## src/rtl/cnn_seq_pkg.sv

```systemverilog
// cnn_seq_pkg: sequencer state encoding and width helpers for counters sized from instance parameters
package cnn_seq_pkg;
  typedef enum logic [1:0] {PRST, LOAD, DRAIN, REPORT} seq_state_t;
  function automatic int pix_cnt_w(input int image_width);
    return $clog2(image_width * image_width + 1);
  endfunction
  function automatic int timer_w(input int reset_cycles, input int timeout_cycles);
    return $clog2(reset_cycles > timeout_cycles ? reset_cycles : timeout_cycles);
  endfunction
endpackage

```

## src/rtl/cnn_frame_sequencer_if.sv

```systemverilog
// cnn_frame_sequencer_if: pixel source, pipeline and result consumer signals; slave = sequencer view, master = environment view
interface cnn_frame_sequencer_if #(
  parameter int BitSize = 32,
  parameter int NumOut  = 2
);
  logic                      pix_valid;
  logic [BitSize-1:0]        pix_data;
  logic                      pix_ready;
  logic                      pipe_reset;
  logic                      pipe_in_valid;
  logic [BitSize-1:0]        pipe_in_data;
  logic                      pipe_out_ready;
  logic [NumOut*BitSize-1:0] pipe_out_data;
  logic                      pipe_out_valid;
  logic                      pipe_out_done;
  logic                      res_valid;
  logic [NumOut*BitSize-1:0] res_data;
  logic                      res_timeout;
  logic                      res_ready;
  logic [15:0]               frame_count;
  modport slave (
    input  pix_valid, pix_data, pipe_out_ready, pipe_out_data, pipe_out_valid, pipe_out_done, res_ready,
    output pix_ready, pipe_reset, pipe_in_valid, pipe_in_data, res_valid, res_data, res_timeout, frame_count
  );
  modport master (
    output pix_valid, pix_data, pipe_out_ready, pipe_out_data, pipe_out_valid, pipe_out_done, res_ready,
    input  pix_ready, pipe_reset, pipe_in_valid, pipe_in_data, res_valid, res_data, res_timeout, frame_count
  );
endinterface

```

## src/rtl/cycle_timer.sv

```systemverilog
// cycle_timer: loadable down-counter saturating at zero; clk, load/value (load has priority), en (count), zero (count is 0)
module cycle_timer #(
  parameter int W = 10
) (
  input  logic         clk,
  input  logic         load,
  input  logic [W-1:0] value,
  input  logic         en,
  output logic         zero
);
  logic [W-1:0] cnt;
  assign zero = cnt == '0;
  always_ff @(posedge clk) begin
    if (load) cnt <= value;
    else if (en && !zero) cnt <= cnt - 1'b1;
  end
endmodule

```

## src/rtl/cnn_frame_sequencer.sv

```systemverilog
// cnn_frame_sequencer: gates one frame into the pipeline, captures the result, resets the pipeline between frames; clk, res_n (sync active-high reset), bus (slave)
module cnn_frame_sequencer
  import cnn_seq_pkg::*;
#(
  parameter int BitSize       = 32,
  parameter int ImageWidth    = 8,
  parameter int NumOut        = 2,
  parameter int ResetCycles   = 2,
  parameter int TimeoutCycles = 1024
) (
  input logic clk,
  input logic res_n,
  cnn_frame_sequencer_if.slave bus
);
  localparam int PW = pix_cnt_w(ImageWidth);
  localparam int TW = timer_w(ResetCycles, TimeoutCycles);
  localparam logic [PW-1:0] LastPix = PW'(ImageWidth * ImageWidth - 1);
  localparam logic [TW-1:0] RstLd = TW'(ResetCycles - 1);
  localparam logic [TW-1:0] ToLd = TW'(TimeoutCycles - 1);
  seq_state_t                state;
  logic [PW-1:0]             pix_cnt;
  logic [NumOut*BitSize-1:0] cap;
  logic [15:0]               frame_cnt;
  logic                      pipe_reset, res_valid, res_timeout;
  logic                      pix_ready, in_hs, last_pix, res_hs, t_load, t_zero;
  logic [TW-1:0]             t_value;
  assign pix_ready = !res_n && state == LOAD && bus.pipe_out_ready;
  assign in_hs     = bus.pix_valid && pix_ready;
  assign last_pix  = pix_cnt == LastPix;
  assign res_hs    = state == REPORT && bus.res_ready;
  // one timer serves both phases: reset hold is loaded on entry to PRST, watchdog on entry to DRAIN
  assign t_load  = res_n || res_hs || (in_hs && last_pix);
  assign t_value = in_hs ? ToLd : RstLd;
  cycle_timer #(.W(TW)) u_timer (
    .clk   (clk),
    .load  (t_load),
    .value (t_value),
    .en    (1'b1),
    .zero  (t_zero)
  );
  always_ff @(posedge clk) begin
    if (res_n) begin
      state       <= PRST;
      pix_cnt     <= '0;
      cap         <= '0;
      frame_cnt   <= '0;
      pipe_reset  <= 1'b1;
      res_valid   <= 1'b0;
      res_timeout <= 1'b0;
    end else begin
      case (state)
        PRST: begin
          pix_cnt     <= '0;
          cap         <= '0;
          res_timeout <= 1'b0;
          if (t_zero) begin
            state      <= LOAD;
            pipe_reset <= 1'b0;
          end
        end
        LOAD: begin
          if (in_hs) begin
            pix_cnt <= pix_cnt + 1'b1;
            if (last_pix) state <= DRAIN;
          end
        end
        DRAIN: begin
          if (bus.pipe_out_valid) cap <= bus.pipe_out_data;
          // done takes precedence over a coincident watchdog expiry
          if (bus.pipe_out_done || t_zero) begin
            state       <= REPORT;
            res_valid   <= 1'b1;
            res_timeout <= !bus.pipe_out_done;
          end
        end
        REPORT: begin
          if (bus.res_ready) begin
            state       <= PRST;
            pipe_reset  <= 1'b1;
            res_valid   <= 1'b0;
            res_timeout <= 1'b0;
            frame_cnt   <= frame_cnt + 1'b1;
          end
        end
      endcase
    end
  end
  assign bus.pix_ready     = pix_ready;
  assign bus.pipe_in_valid = in_hs;
  assign bus.pipe_in_data  = bus.pix_data;
  assign bus.pipe_reset    = pipe_reset;
  assign bus.res_valid     = res_valid;
  assign bus.res_data      = cap;
  assign bus.res_timeout   = res_timeout;
  assign bus.frame_count   = frame_cnt;
endmodule

```

## src/flat_wrapper.sv

```systemverilog
// flat-port wrapper written by rule: the top's interface ports become plain ports
module cnn_frame_sequencer_flat import cnn_seq_pkg::*;
#(
  parameter int BitSize       = 32,
  parameter int ImageWidth    = 8,
  parameter int NumOut        = 2,
  parameter int ResetCycles   = 2,
  parameter int TimeoutCycles = 1024
)
  (clk, res_n, bus_pix_valid, bus_pix_data, bus_pipe_out_ready, bus_pipe_out_data, bus_pipe_out_valid, bus_pipe_out_done, bus_res_ready, bus_pix_ready, bus_pipe_reset, bus_pipe_in_valid, bus_pipe_in_data, bus_res_valid, bus_res_data, bus_res_timeout, bus_frame_count);
  cnn_frame_sequencer_if #(.BitSize(BitSize), .NumOut(NumOut)) bus_i ();
  input logic clk;
  input logic res_n;
  input wire logic [$bits(bus_i.pix_valid)-1:0] bus_pix_valid;
  input wire logic [$bits(bus_i.pix_data)-1:0] bus_pix_data;
  input wire logic [$bits(bus_i.pipe_out_ready)-1:0] bus_pipe_out_ready;
  input wire logic [$bits(bus_i.pipe_out_data)-1:0] bus_pipe_out_data;
  input wire logic [$bits(bus_i.pipe_out_valid)-1:0] bus_pipe_out_valid;
  input wire logic [$bits(bus_i.pipe_out_done)-1:0] bus_pipe_out_done;
  input wire logic [$bits(bus_i.res_ready)-1:0] bus_res_ready;
  output wire logic [$bits(bus_i.pix_ready)-1:0] bus_pix_ready;
  output wire logic [$bits(bus_i.pipe_reset)-1:0] bus_pipe_reset;
  output wire logic [$bits(bus_i.pipe_in_valid)-1:0] bus_pipe_in_valid;
  output wire logic [$bits(bus_i.pipe_in_data)-1:0] bus_pipe_in_data;
  output wire logic [$bits(bus_i.res_valid)-1:0] bus_res_valid;
  output wire logic [$bits(bus_i.res_data)-1:0] bus_res_data;
  output wire logic [$bits(bus_i.res_timeout)-1:0] bus_res_timeout;
  output wire logic [$bits(bus_i.frame_count)-1:0] bus_frame_count;
  assign bus_i.pix_valid = bus_pix_valid;
  assign bus_i.pix_data = bus_pix_data;
  assign bus_i.pipe_out_ready = bus_pipe_out_ready;
  assign bus_i.pipe_out_data = bus_pipe_out_data;
  assign bus_i.pipe_out_valid = bus_pipe_out_valid;
  assign bus_i.pipe_out_done = bus_pipe_out_done;
  assign bus_i.res_ready = bus_res_ready;
  assign bus_pix_ready = bus_i.pix_ready;
  assign bus_pipe_reset = bus_i.pipe_reset;
  assign bus_pipe_in_valid = bus_i.pipe_in_valid;
  assign bus_pipe_in_data = bus_i.pipe_in_data;
  assign bus_res_valid = bus_i.res_valid;
  assign bus_res_data = bus_i.res_data;
  assign bus_res_timeout = bus_i.res_timeout;
  assign bus_frame_count = bus_i.frame_count;
  cnn_frame_sequencer #(.BitSize(BitSize), .ImageWidth(ImageWidth), .NumOut(NumOut), .ResetCycles(ResetCycles), .TimeoutCycles(TimeoutCycles)) u_core (.clk(clk), .res_n(res_n), .bus(bus_i));
endmodule
```

## config.mk

```make
export PLATFORM = sky130hd
export DESIGN_NAME = cnn_frame_sequencer_flat
export DESIGN_NICKNAME = d
export VERILOG_FILES = /design/src/rtl/cnn_seq_pkg.sv /design/src/rtl/cnn_frame_sequencer_if.sv /design/src/rtl/cycle_timer.sv /design/src/rtl/cnn_frame_sequencer.sv /design/src/flat_wrapper.sv
export SDC_FILE = /design/constraint.sdc
export NUM_CORES = 1
export LEC_CHECK = 0
export CORE_MARGIN = 4
export CORE_UTILIZATION = 55
export DETAILED_ROUTE_END_ITERATION = 10
export DONT_BUFFER_PORTS = 1
export PLACE_DENSITY = 0.78
export SYNTH_ARGS = -nofsm -noshare
export SYNTH_HDL_FRONTEND = slang
export SYNTH_SLANG_ARGS = --single-unit
```

## constraint.sdc

```tcl
create_clock -name clk -period 4.4 [get_ports clk]
set_input_delay 0.66 -clock clk [delete_from_list [all_inputs] [get_ports clk]]
set_output_delay 0.66 -clock clk [all_outputs]
set_load 0.01 [all_outputs]
```

# == Word level (Yosys, flattened, before mapping) ==
# Index checks and enable logic that the tools add are counted.
# classes
muxes,21
n_addsub,3
n_reduce_logical,24
eq_ne,11
# ops
operator,n
64-bit case mux with 2 select lines,1
64-bit 2-to-1 mux,1
10-bit 2-to-1 mux,3
16-bit by 1-bit adder with 16-bit output (second input constant),1
7-bit case mux with 2 select lines,1
10-bit logical NOT,1
2-bit 2-to-1 mux,5
2-bit by 1-bit inequality test with 1-bit output (second input constant),5
10-bit by 1-bit subtractor with 10-bit output (second input constant),1
3-bit AND reduction,3
2-bit case mux with 4 select lines,1
2-bit nonzero test,4
7-bit by 1-bit adder with 7-bit output (second input constant),1
7-bit by 6-bit equality test with 1-bit output (second input constant),1
7-bit 2-to-1 mux,1
2-bit AND reduction,3
1-bit logical AND,5
1-bit 2-to-1 mux,5
5-bit AND reduction,1
2-bit equality test (second input constant),2
2-bit inequality test (second input constant),2
1-bit case mux with 2 select lines,2
1-bit logical OR,3
1-bit case mux with 3 select lines,1
4 further kinds,5
# totals
regBits,102
in_bits,103
output_inout_bits,117

# == Longest topological paths before layout ==
# logic_depth
ltp_word,7
ltp_mapped,7
mapped_depth_nobuf,6

# == Hierarchy ==
# From an unflattened synthesis, not the netlist that was laid out.
# unflattened
cells_unflattened,476
hier_area_um2,4380.5
# by_module_without_submodules
mod,n_inst,seq_area_each_um2,area_per_inst_um2,cells_each
cnn_frame_sequencer,1,1841.8,3769.9,412
cycle_timer,1,300.3,610.6,64

# == Worst setup path before layout ==
# No wires, ideal clock.
# synth_timing
path_type,input-to-reg
from,input res_n
to,"register u_core.u_timer.cnt[0], enable pin"
arrival_time_ps,1888
setup_time_ps,353
n_path_buf,2
required_time_ps,4047
setup_slack_ps,2160
cell_stages,5
path_cell_list,clkbuf_1 nand4b_1 o311a_1 clkbuf_1 nand4_1
# synth_via
elab_chain_cells,7
word_cells_on_any_way,8
classes_between,eq/ne (1); reduce/logical (7)
# synth_lines
element,line_no,rtl
"start, declared",flat_wrapper.sv:13,input logic res_n;
1-bit logical NOT,cnn_frame_sequencer.sv:27,assign pix_ready = !res_n && state == LOAD && bus.pipe_out_ready;
1-bit logical AND (2 in series),cnn_frame_sequencer.sv:27,
1-bit logical AND,cnn_frame_sequencer.sv:28,assign in_hs = bus.pix_valid && pix_ready;
1-bit logical AND,cnn_frame_sequencer.sv:32,assign t_load = res_n || res_hs || (in_hs && last_pix);
1-bit logical OR (*),cnn_frame_sequencer.sv:32,
2-bit by 1-bit inequality test with 1-bit output (no line) (*),n/a,
"end signal, assigned",cycle_timer.sv:14,if (load) cnt <= value;
"end signal, assigned",cycle_timer.sv:15,else if (en && !zero) cnt <= cnt - 1'b1;
"end, declared",cycle_timer.sv:11,logic [W-1:0] cnt;
# Mark *: on every way between the ends. The rest lies on a longest branch, timed or not.
# A chain may end at the register's enable or synchronous reset.

# == Final worst setup path ==
# layout_timing
from,register u_core.state[0]
to,register u_core.cap[62] (netlist: u_core.bus.res_data[62])
# layout_via
elab_chain_cells,3
word_cells_on_any_way,6
classes_between,eq/ne (2); mux (1); reduce/logical (3)
# layout_lines
element,line_no,rtl
"start, declared",cnn_frame_sequencer.sv:20,seq_state_t state;
"start signal, assigned",cnn_frame_sequencer.sv:43,state <= PRST;
"start signal, assigned",cnn_frame_sequencer.sv:57,state <= LOAD;
"start signal, assigned",cnn_frame_sequencer.sv:64,if (last_pix) state <= DRAIN;
2-bit equality test / 2-bit logical NOT (equally long branches),cnn_frame_sequencer.sv:51,case (state)
2-bit inequality test (no line) / 2-bit nonzero test (equally long branches),n/a,
2-bit AND reduction (no line),n/a,
"end signal, assigned",cnn_frame_sequencer.sv:68,if (bus.pipe_out_valid) cap <= bus.pipe_out_data;
"end, declared",cnn_frame_sequencer.sv:22,logic [NumOut*BitSize-1:0] cap;
# Several ways; a longest one is shown, not always the timed one.

==> impl_metrics.json <==
{
  "status": "finished clean",
  "tightest_slew_ps": 1220,
  "port_buffers": 0,
  "cpPeakStageDelay_ps": 530,
  "via_per_inst": 6.12,
  "slew_headroom_pct": 18.6,
  "cts_tree": "built",
  "max_cap_viol_count": 0,
  "cp.required_ps": 4690,
  "postRouteAntennaNets": 0,
  "clock_tree.buffer_depth": 2,
  "post_cts_resized": 0,
  "antenna_found_initial": 0,
  "cts_hold_buf": 0,
  "hp-class": "input pin to flop",
  "critPathKind": "flop to flop",
  "drc": 0,
  "clock_sinks": 102,
  "setup_viol": 0,
  "hold_depth": 1,
  "crit_path_start_kind": "flop",
  "yosysWarningCount": 0,
  "worst_clock_skew_ps": 12.7,
  "overflow": 0,
  "period_needed_ps": 2650,
  "post_cts_buffers": 0,
  "dp_hpwl_mm": 6.44,
  "cp.buffers_inverters": 2,
  "path_clk_slew_ps": 100,
  "rows": 31,
  "worstSkewPairLatency_ps": 360,
  "drt_iter0_markers": 181,
  "worst_path_max_delay_cell": "and2_2",
  "drive_above_1_share_pct": 5.31,
  "routed_wirelength_mm": 9.26,
  "synthToLayoutAreaGrowth_pct": 0.382,
  "worstPathArrival_ps": 2940,
  "grt_pass1_wl_mm": 14.8,
  "die_w_microns": 95.9,
  "fillers": 633,
  "yosysMostFrequentCell": "dfxtp_1",
  "worstSetupPathDepth": 7,
  "ys_ff_latch": 102,
  "path_cells": "inv_1, ha_1, and2_2, a21oi_4, buf_4, a22oi_1, nor2_1",
  "diodes": 0,
  "p_per_area_nw_per_um2": 436,
  "r2r_cells": 7,
  "grtUsageTotal_pct": 20.4,
  "crit_fanout": 65,
  "cts-htree-levels": 3,
  "mappedNetlistNets": 566,
  "synth_edf_count": 10,
  "synthArstFlopShare_pct": 0,
  "finalSetupTns_ps": 0,
  "peakVddDrop_v": 0.000238,
  "ys_seq_area_share_pct": 50.4,
  "finalHoldViolCount": 0,
  "synth_top_flop_cell": "dfxtp_1",
  "grt_pass1_vias": 3131,
  "timing.fmax_mhz": 377,
  "slew_violations": 0,
  "design.die.area_sq_um": 9210,
  "grt_max_degree": 88,
  "via_count": 3137,
  "netlist_area_sq_um": 4250,
  "synth_area_leader_cell": "dfxtp_1",
  "core_sq_um": 7370,
  "synth_area_leaders": "dfxtp_1 43%, a22oi_1 11%, nor2_1 7.3%, edfxtp_1 7.1%, buf_4 5.6%",
  "die_y_microns": 95.9,
  "start_util_pct": 57.7,
  "clock-root-buffer": "clkbuf_8",
  "synth_common_cells": "92 x dfxtp_1, 83 x nor2_1, 64 x a22oi_1, 32 x buf_4, 24 x clkbuf_1",
  "critical_path.endpoint_type": "flop",
  "avgSynthCellArea_sq_um": 9.33,
  "first_pass_iters": 5,
  "synthesis.instances": 456,
  "place_congestion": 0.811,
  "rsz0062_at_grt": "no",
  "crit_family": "simple AND/OR/NAND/NOR gates",
  "cts_made_buffers": 9,
  "wire_per_inst_microns": 18.1,
  "finalCritPeriodShare_pct": 60.3,
  "synth.distinct_cells": 39,
  "yosysTopAreaCellShare_pct": 43.3,
  "boundaryPins": 220,
  "power.leakage_nw": 1.43,
  "nNetsFinal": 519,
  "holdWs_ps": 371
}
==> cells in the final DEF (no fill, tap or decap), types with 8 or more instances in the layout <==
master and instances:
a22oi_1 64, inv_1 11, nand3_1 8, nor2_1 83, a21oi_1 18, edfxtp_1 10
dfxtp_1 92, nand2_1 16, xnor2_1 14, clkbuf_8 9
==> worst reg2reg max path: cells and delay by family (launching register included) <==
family	cells	cell delay, ps
simple gates	2	690
flops	1	390
buf+inv	2	580
fa+ha+maj	1	240
compound gates	2	690
==> layout make-up <==
cell class | count | area (sq um) | share of cell area (%)
clock buffer | 11 | 153 | 3.57
clock inverter | 5 | 62.6 | 1.46
inverter | 11 | 41.3 | 0.967
multi-input combinational | 284 | 1740 | 40.8
sequential | 102 | 2140 | 50.2
tap | 99 | 124 | 2.90
timing repair buffer | 1 | 7.51 | 0.176
==> sequential cells by signal, indices dropped and copies added, names as in the netlist <==
register,cells
u_core.u_timer.cnt,10
u_core.bus.res_data,64
u_core.bus.res_timeout,1
u_core.bus.pipe_reset,1
u_core.bus.res_valid,1
u_core.state,2
u_core.bus.frame_count,16
u_core.pix_cnt,7
==> logic make-up after synthesis <==
logic type               Yosys count  synth area share [%]
flip-flops                       102                  50.4
multiplexers                       3                 0.706
AO/OA/AOI/OAI                    106                  17.3
buffers and inverters             70                  9.03
adder cells (fa/ha/maj)            7                  2.06
XOR/XNOR                          21                  4.32
AND/OR/NAND/NOR                  147                  16.3
==> metrics by stage <==
step / setup WS, ps / area [sq um] / cells / utilization (%) / total power, mW
final: 1750 / 4270 / 513 / 57.9 / 1.86
after global routing: 1480 / 4270 / 513 / 57.9 / 1.94
after CTS: 1750 / 4270 / 513 / 57.9 / 1.87
after detailed placement: 1780 / 4060 / 497 / 55.0 / 1.25
after global placement: 1830 / 4060 / 497 / 55.0 / 1.24
after floorplan: 2160 / 4250 / 456 / - / 1.24
==> worst paths after layout <==
check                     from                       to  slack (ps)
max reg2reg    u_core.state[0]  u_core.bus.res_data[62]        1750
min reg2reg  u_core.pix_cnt[1]        u_core.pix_cnt[1]         500
max            u_core.state[0]  u_core.bus.res_data[62]        1750
min                      res_n  u_core.bus.res_data[29]         370
==> metal layers <==
layer  wire length (microns)  up-vias  track usage, %
li1                        -     1485               -
met1                    3760     1499            24.3
met2                    4380      128            31.4
met3                     972       25            9.54
met4                     146        0            9.00
met5                       0        -               0
==> power by group <==
group	switching (mW)	leakage, nW	internal, mW
sequential	0.0261	0.852	0.962
combinational	0.174	0.479	0.0712
clock	0.324	0.102	0.302
total	0.525	1.43	1.34
(Power assumes the default switching activity.)
